### config.mk
export PLATFORM = sky130hd
export DESIGN_NAME = regfile_mp
export DESIGN_NICKNAME = d
export VERILOG_FILES = /design/src/rtl/regfile_pkg.sv /design/src/rtl/regfile_clr_fsm.sv /design/src/rtl/regfile_mp.sv
export SDC_FILE = /design/constraint.sdc
export NUM_CORES = 2
export LEC_CHECK = 0
export BUFFER_PORTS_ARGS = -buffer_cell sky130_fd_sc_hd__buf_2
export CORE_UTILIZATION = 45
export DETAILED_ROUTE_END_ITERATION = 10
export GPL_ROUTABILITY_DRIVEN = 1
export PLACE_DENSITY_LB_ADDON = 0.15
export SLEW_MARGIN = 5
export SYNTH_ARGS = -nofsm -noshare
export SYNTH_HDL_FRONTEND = slang
export SYNTH_SLANG_ARGS = --single-unit
### constraint.sdc
create_clock -name clk -period 39.7 [get_ports clk]
set_input_delay 7.94 -clock clk [delete_from_list [all_inputs] [get_ports clk]]
set_output_delay 7.94 -clock clk [all_outputs]
set_load 0.01 [all_outputs]
### src/rtl/regfile_pkg.sv
// Shared definitions for the multi-port register file.
//   clr_state_e : clear-sequencer states
//   DEF_*       : default widths and configuration
//   slice_lo    : low bit of element k in a packed bus of w-bit elements
package regfile_pkg;

   localparam int DEF_DATA_W   = 32;
   localparam int DEF_ADDR_W   = 5;
   localparam int DEF_NUM_RD   = 2;
   localparam int DEF_ZERO_REG = 1;

   typedef enum logic [1:0] {
      IDLE  = 2'd0,
      CLEAR = 2'd1,
      DONE  = 2'd2
   } clr_state_e;

   function automatic int slice_lo(input int k, input int w);
      return k * w;
   endfunction

endpackage

### src/rtl/regfile_clr_fsm.sv
// Bulk-clear sequencer for the register file. Walks an index over every
// clearable entry, one entry per clock, then pulses clr_done for one cycle.
//   clk, reset : clock, asynchronous active-high reset
//   clr_req    : start request, only honoured in IDLE
//   clr_busy   : sequence in progress
//   clr_done   : one-cycle completion pulse
//   clr_we     : zero the entry at clr_idx on this edge
//   clr_idx    : entry being cleared
//
// state | meaning
// IDLE  | waiting for clr_req
// CLEAR | zeroing entry[idx] each edge, idx counts up to DEPTH-1
// DONE  | one-cycle completion pulse, then back to IDLE
module regfile_clr_fsm
   import regfile_pkg::*;
#(
   parameter int ADDR_W   = DEF_ADDR_W,
   parameter int ZERO_REG = DEF_ZERO_REG
) (
   input  logic              clk,
   input  logic              reset,
   input  logic              clr_req,
   output logic              clr_busy,
   output logic              clr_done,
   output logic              clr_we,
   output logic [ADDR_W-1:0] clr_idx
);

   localparam int DEPTH = 2 ** ADDR_W;
   // One extra index bit so the counter can step past DEPTH-1 in DONE
   // without wrapping back onto a valid entry.
   localparam logic [ADDR_W:0] IDX_FIRST = (ZERO_REG != 0) ? (ADDR_W+1)'(1) : '0;
   localparam logic [ADDR_W:0] IDX_LAST  = (ADDR_W+1)'(DEPTH - 1);
   localparam logic [ADDR_W:0] IDX_ONE   = (ADDR_W+1)'(1);

   clr_state_e      state, state_nxt;
   logic [ADDR_W:0] idx, idx_nxt;

   always_ff @(posedge clk or posedge reset) begin
      if (reset) begin
         state <= IDLE;
         idx   <= IDX_FIRST;
      end else begin
         state <= state_nxt;
         idx   <= idx_nxt;
      end
   end

   always_comb begin
      state_nxt = state;
      idx_nxt   = idx;
      case (state)
         IDLE: begin
            if (clr_req) begin
               state_nxt = CLEAR;
               idx_nxt   = IDX_FIRST;
            end
         end
         CLEAR: begin
            idx_nxt = idx + IDX_ONE;
            if (idx == IDX_LAST) state_nxt = DONE;
         end
         DONE:    state_nxt = IDLE;
         default: state_nxt = IDLE;
      endcase
   end

   always_comb begin
      clr_busy = (state == CLEAR);
      clr_done = (state == DONE);
      clr_we   = (state == CLEAR);
      clr_idx  = idx[ADDR_W-1:0];
   end

endmodule

### src/rtl/regfile_mp.sv
// Multi-port register file: two write ports (wr1 wins on the same address),
// NUM_RD combinational read ports with write-to-read bypass, optional
// hard-wired zero entry, hardware bulk clear and a registered
// write-conflict flag.
//   clk, reset          : clock, asynchronous active-high reset
//   rd_addr / rd_data   : packed read ports, port k at slice k
//   wr0_* / wr1_*       : write ports
//   clr_req             : start bulk clear
//   clr_busy / clr_done : clear status
//   wr_conflict         : both write ports hit the same writable entry last cycle
module regfile_mp
   import regfile_pkg::*;
#(
   parameter int DATA_W   = DEF_DATA_W,
   parameter int ADDR_W   = DEF_ADDR_W,
   parameter int NUM_RD   = DEF_NUM_RD,
   parameter int ZERO_REG = DEF_ZERO_REG
) (
   input  logic                     clk,
   input  logic                     reset,
   input  logic [NUM_RD*ADDR_W-1:0] rd_addr,
   output logic [NUM_RD*DATA_W-1:0] rd_data,
   input  logic                     wr0_en,
   input  logic [ADDR_W-1:0]        wr0_addr,
   input  logic [DATA_W-1:0]        wr0_data,
   input  logic                     wr1_en,
   input  logic [ADDR_W-1:0]        wr1_addr,
   input  logic [DATA_W-1:0]        wr1_data,
   input  logic                     clr_req,
   output logic                     clr_busy,
   output logic                     clr_done,
   output logic                     wr_conflict
);

   localparam int DEPTH = 2 ** ADDR_W;

   logic [DATA_W-1:0] mem [DEPTH];
   logic              clr_we;
   logic [ADDR_W-1:0] clr_idx;
   logic              wr0_ok, wr1_ok, clr_ok;

   function automatic logic writable(input logic [ADDR_W-1:0] a);
      return (ZERO_REG == 0) || (a != '0);
   endfunction

   regfile_clr_fsm #(
      .ADDR_W   (ADDR_W),
      .ZERO_REG (ZERO_REG)
   ) u_clr_fsm (
      .clk      (clk),
      .reset    (reset),
      .clr_req  (clr_req),
      .clr_busy (clr_busy),
      .clr_done (clr_done),
      .clr_we   (clr_we),
      .clr_idx  (clr_idx)
   );

   assign wr0_ok = wr0_en & writable(wr0_addr);
   assign wr1_ok = wr1_en & writable(wr1_addr);
   assign clr_ok = clr_we & writable(clr_idx);

   // Later assignments win: clear < wr0 < wr1.
   always_ff @(posedge clk or posedge reset) begin
      if (reset) begin
         for (int i = 0; i < DEPTH; i++) mem[i] <= '0;
      end else begin
         if (clr_ok) mem[clr_idx]  <= '0;
         if (wr0_ok) mem[wr0_addr] <= wr0_data;
         if (wr1_ok) mem[wr1_addr] <= wr1_data;
      end
   end

   always_ff @(posedge clk or posedge reset) begin
      if (reset) wr_conflict <= 1'b0;
      else       wr_conflict <= wr0_ok & wr1_ok & (wr0_addr == wr1_addr);
   end

   // The clear write is deliberately not bypassed: a read of the entry being
   // cleared sees the old value until the edge.
   for (genvar k = 0; k < NUM_RD; k++) begin : g_rd
      logic [ADDR_W-1:0] a;
      logic [DATA_W-1:0] val;

      assign a = rd_addr[slice_lo(k, ADDR_W) +: ADDR_W];

      always_comb begin
         if ((ZERO_REG != 0) && (a == '0))  val = '0;
         else if (wr1_en && wr1_addr == a)  val = wr1_data;
         else if (wr0_en && wr0_addr == a)  val = wr0_data;
         else                               val = mem[a];
      end

      assign rd_data[slice_lo(k, DATA_W) +: DATA_W] = val;
   end

endmodule
==> reports/results.ini <==
[run_status]
outcome=completed

[global_routing]
first_global_vias=57418
grtUsageTotal_pct=42.5
grt_pass1_wl_um=456000
grt_max_degree=118
antenna_found_initial=18
grt_overflow=0

[yosys]
synth_area_mm2=0.0676
yosysMostFrequentCell=dfrtp_1
postSynthCellCount=6673
yosysUniqueCellTypes=59
ys_top_cells_by_area=dfrtp_1 (38%), a22oi_2 (13%), mux4_2 (9.8%), mux2i_1 (7.5%), o21ai_1 (5.3%)
yosys-top-cells-count=dfrtp_1 (1032), nand2_1 (907), a22oi_2 (720), o21ai_1 (720), clkbuf_1 (565)
synth_edf_count=0
synth_top_family_by_area=compound AO/OA/AOI/OAI gates
synth_nets=6766
synthSimpleGateAreaFrac_pct=8.53
synth_xor_area_share_pct=0.311
synth_compound_area_share_pct=29.3
yosysWarnings=0
synthAdderAreaFrac_pct=0.0741
synthMuxAreaShare_pct=17.2
syn_avg_cell_area_um2=10.1
ys_async_sr_fraction_pct=100
yosysSeqAreaShare_pct=38.3
synth-seq-cells=1033
yosysTopAreaCellShare_pct=38.2
synth_ff_type=dfrtp_1
yosysTopAreaCell=dfrtp_1

[setup_path]
cp_common_cell=buf_4
rrSetupSlack_ns=35.95
path_cells=buf_8 > buf_4 > buf_4 > nand3b_1 > buf_4 > o22ai_1 > a211o_1 > o21ai_0 > o22ai_1 > buf_2
worstPathRequired_ns=31.76
startpoint=rd_addr[1]
worstSetupPathType=in -> out
regToRegStartpoint=u_clr_fsm.idx[2]$_DFFE_PP0P_
crit_path_end_kind=output port
critPathArrivalTime_ns=12.66
cp_slowest_cell=buf_4
path_max_fanout=90
r2r_end=mem[192]$_DFF_PP0_
startpoint_type=primary input
ff2ff_path_depth=8
cpPeakStageDelay_ns=1.09

[layout]
final_nets=6299
fillers=13419
drive_gt1_share_pct=26.3
syn_to_final_growth_pct=7.45
fin_util_pct=48.9

[detailed_routing]
drt-total-wl_um=328000
vias=60428
final_antenna_net_count=0
drt-pass1-iter-count=7
drt_iter0_drc=9206
routedWlPerCell_um=39.5
drc=0
via_per_inst=7.27

[floorplanning]
rows=141
die_area_mm2=0.152
die_w_um=390
ios=156
start_util_pct=45.5
core-area_mm2=0.148
die_h_um=390

[timing]
grt_setup_unrepaired=no
relSlewSlack_pct=2.58
worst_pin_slew_ns=1.46
period_minus_slack_ns=20.60
fin_tns_setup_ns=0
fin_crit_sh_pct=51.9
setup_violations=0
fin_skew_ns=0.0344
maxSlewViolCount=0
report.final.hold_viol_count=0
fmax_ghz=0.0485

[pwr]
power_density_mw_per_mm2=66.4
peakVddDrop_v=0.0000425
leakage_nw=28.6

[clock_tree]
cts_tree=yes
cts_buffers=120
clkSinkCount=1033
post_cts_buffers=0
clk_pin_slew_worst_paths_ns=0.06
cts-root-buf=clkbuf_16
cts_resized=0
cts_buffer_depth=3
h-tree-depth=3
worstSkewPairLatency_ns=0.79
ctsHoldBuffers=0

[hold_path]
hold_end=mem[1020]$_DFF_PP0_
min_path_type=reg -> reg
worst_hold_startpoint=mem[1020]$_DFF_PP0_
min_path_cells=0

[placement]
io_buffers=155
place_congestion=0.904
hpwl_um=172000

[flow_run]
drv_cap=0

-- metrics by stage --
stage          cells  power (mW)  setup WS [ns]  hold WS, ns  area, µm²
2_1_floorplan   6673        3.14           2.69        0.441      67600
3_3_place_gp    8085        3.59          19.38        0.379      68700
3_5_place_dp    8085        3.64          19.38        0.384      68700
4_1_cts         8304        4.78          19.37        0.397      72600
5_1_grt         8309        5.03          19.22        0.406      72600
6_report        8314        4.82          19.10        0.395      72600
-- layout make-up --
cell class | instances | area (µm²) | area share, %
Multi-Input combinational cell | 4712 | 38100 | 52.5
Sequential cell | 1033 | 25900 | 35.6
Clock buffer | 176 | 3480 | 4.80
Tap cell | 2002 | 2500 | 3.45
Timing Repair Buffer | 334 | 2210 | 3.04
Clock inverter | 43 | 424 | 0.584
Inverter | 5 | 26.3 | 0.0362
Antenna cell | 9 | 22.5 | 0.0310
-- power breakdown --
group | leakage (nW) | internal (mW) | switching (mW)
clock network | 1.95 | 0.644 | 0.503
logic | 13.2 | 0.844 | 0.844
registers | 13.4 | 1.53 | 0.464
-- state kept, by name, indices dropped and copies added (netlist names) --
register	flops
mem	1024
wr_conflict	1
u_clr_fsm.state	2
u_clr_fsm.idx	6
-- cells by family (layout without fill, tap and decap cells) --
logic type | after synthesis | in the layout
AOI/OAI and AO/OA | 2503 | 2503
DFF | 1033 | 1033
other | 0 | 9
buffers and inverters | 928 | 558
muxes | 797 | 797
and+or+nand+nor | 1384 | 1384
adders and majority gates | 4 | 4
xor gates and xnor gates | 24 | 24
-- worst max-delay path, delay by kind of cell --
| kind | cells | cell delay (ns) |
|---|---|---|
| compound gates | 4 | 1.00 |
| simple gates | 1 | 0.19 |
| buf+inv | 5 | 3.28 |
-- per-layer routing --
layer | track usage (%) | routed length, µm | vias up
met5 | 0 | 80 | -
met3 | 15.1 | 44500 | 1450
met2 | 60.6 | 137000 | 4992
met4 | 29.3 | 27800 | 14
li1 | - | - | 24016
met1 | 53.6 | 119000 | 29956
-- cell usage in the layout (no fill, tap or decap), drive strengths merged, types with 35 or more instances in the layout --
cell type  count
nand2        907
nor3          48
mux4         294
clkbuf       176
buf          334
mux2i        503
a22oi       1024
a22o          35
o221ai        63
nor2b         36
a21oi        258
o22ai        188
nor4          35
dfrtp       1032
o21ai        864
nor2         281
-- worst max path at each step --
stage          slack (ns)                to
2_1_floorplan        2.69  mem[0]$_DFF_PP0_
3_3_place_gp        19.38       rd_data[13]
3_5_place_dp        19.38       rd_data[13]
4_1_cts             19.37       rd_data[13]
5_1_grt             19.22       rd_data[31]
6_report            19.10        rd_data[4]
(Power assumes the default switching activity.)
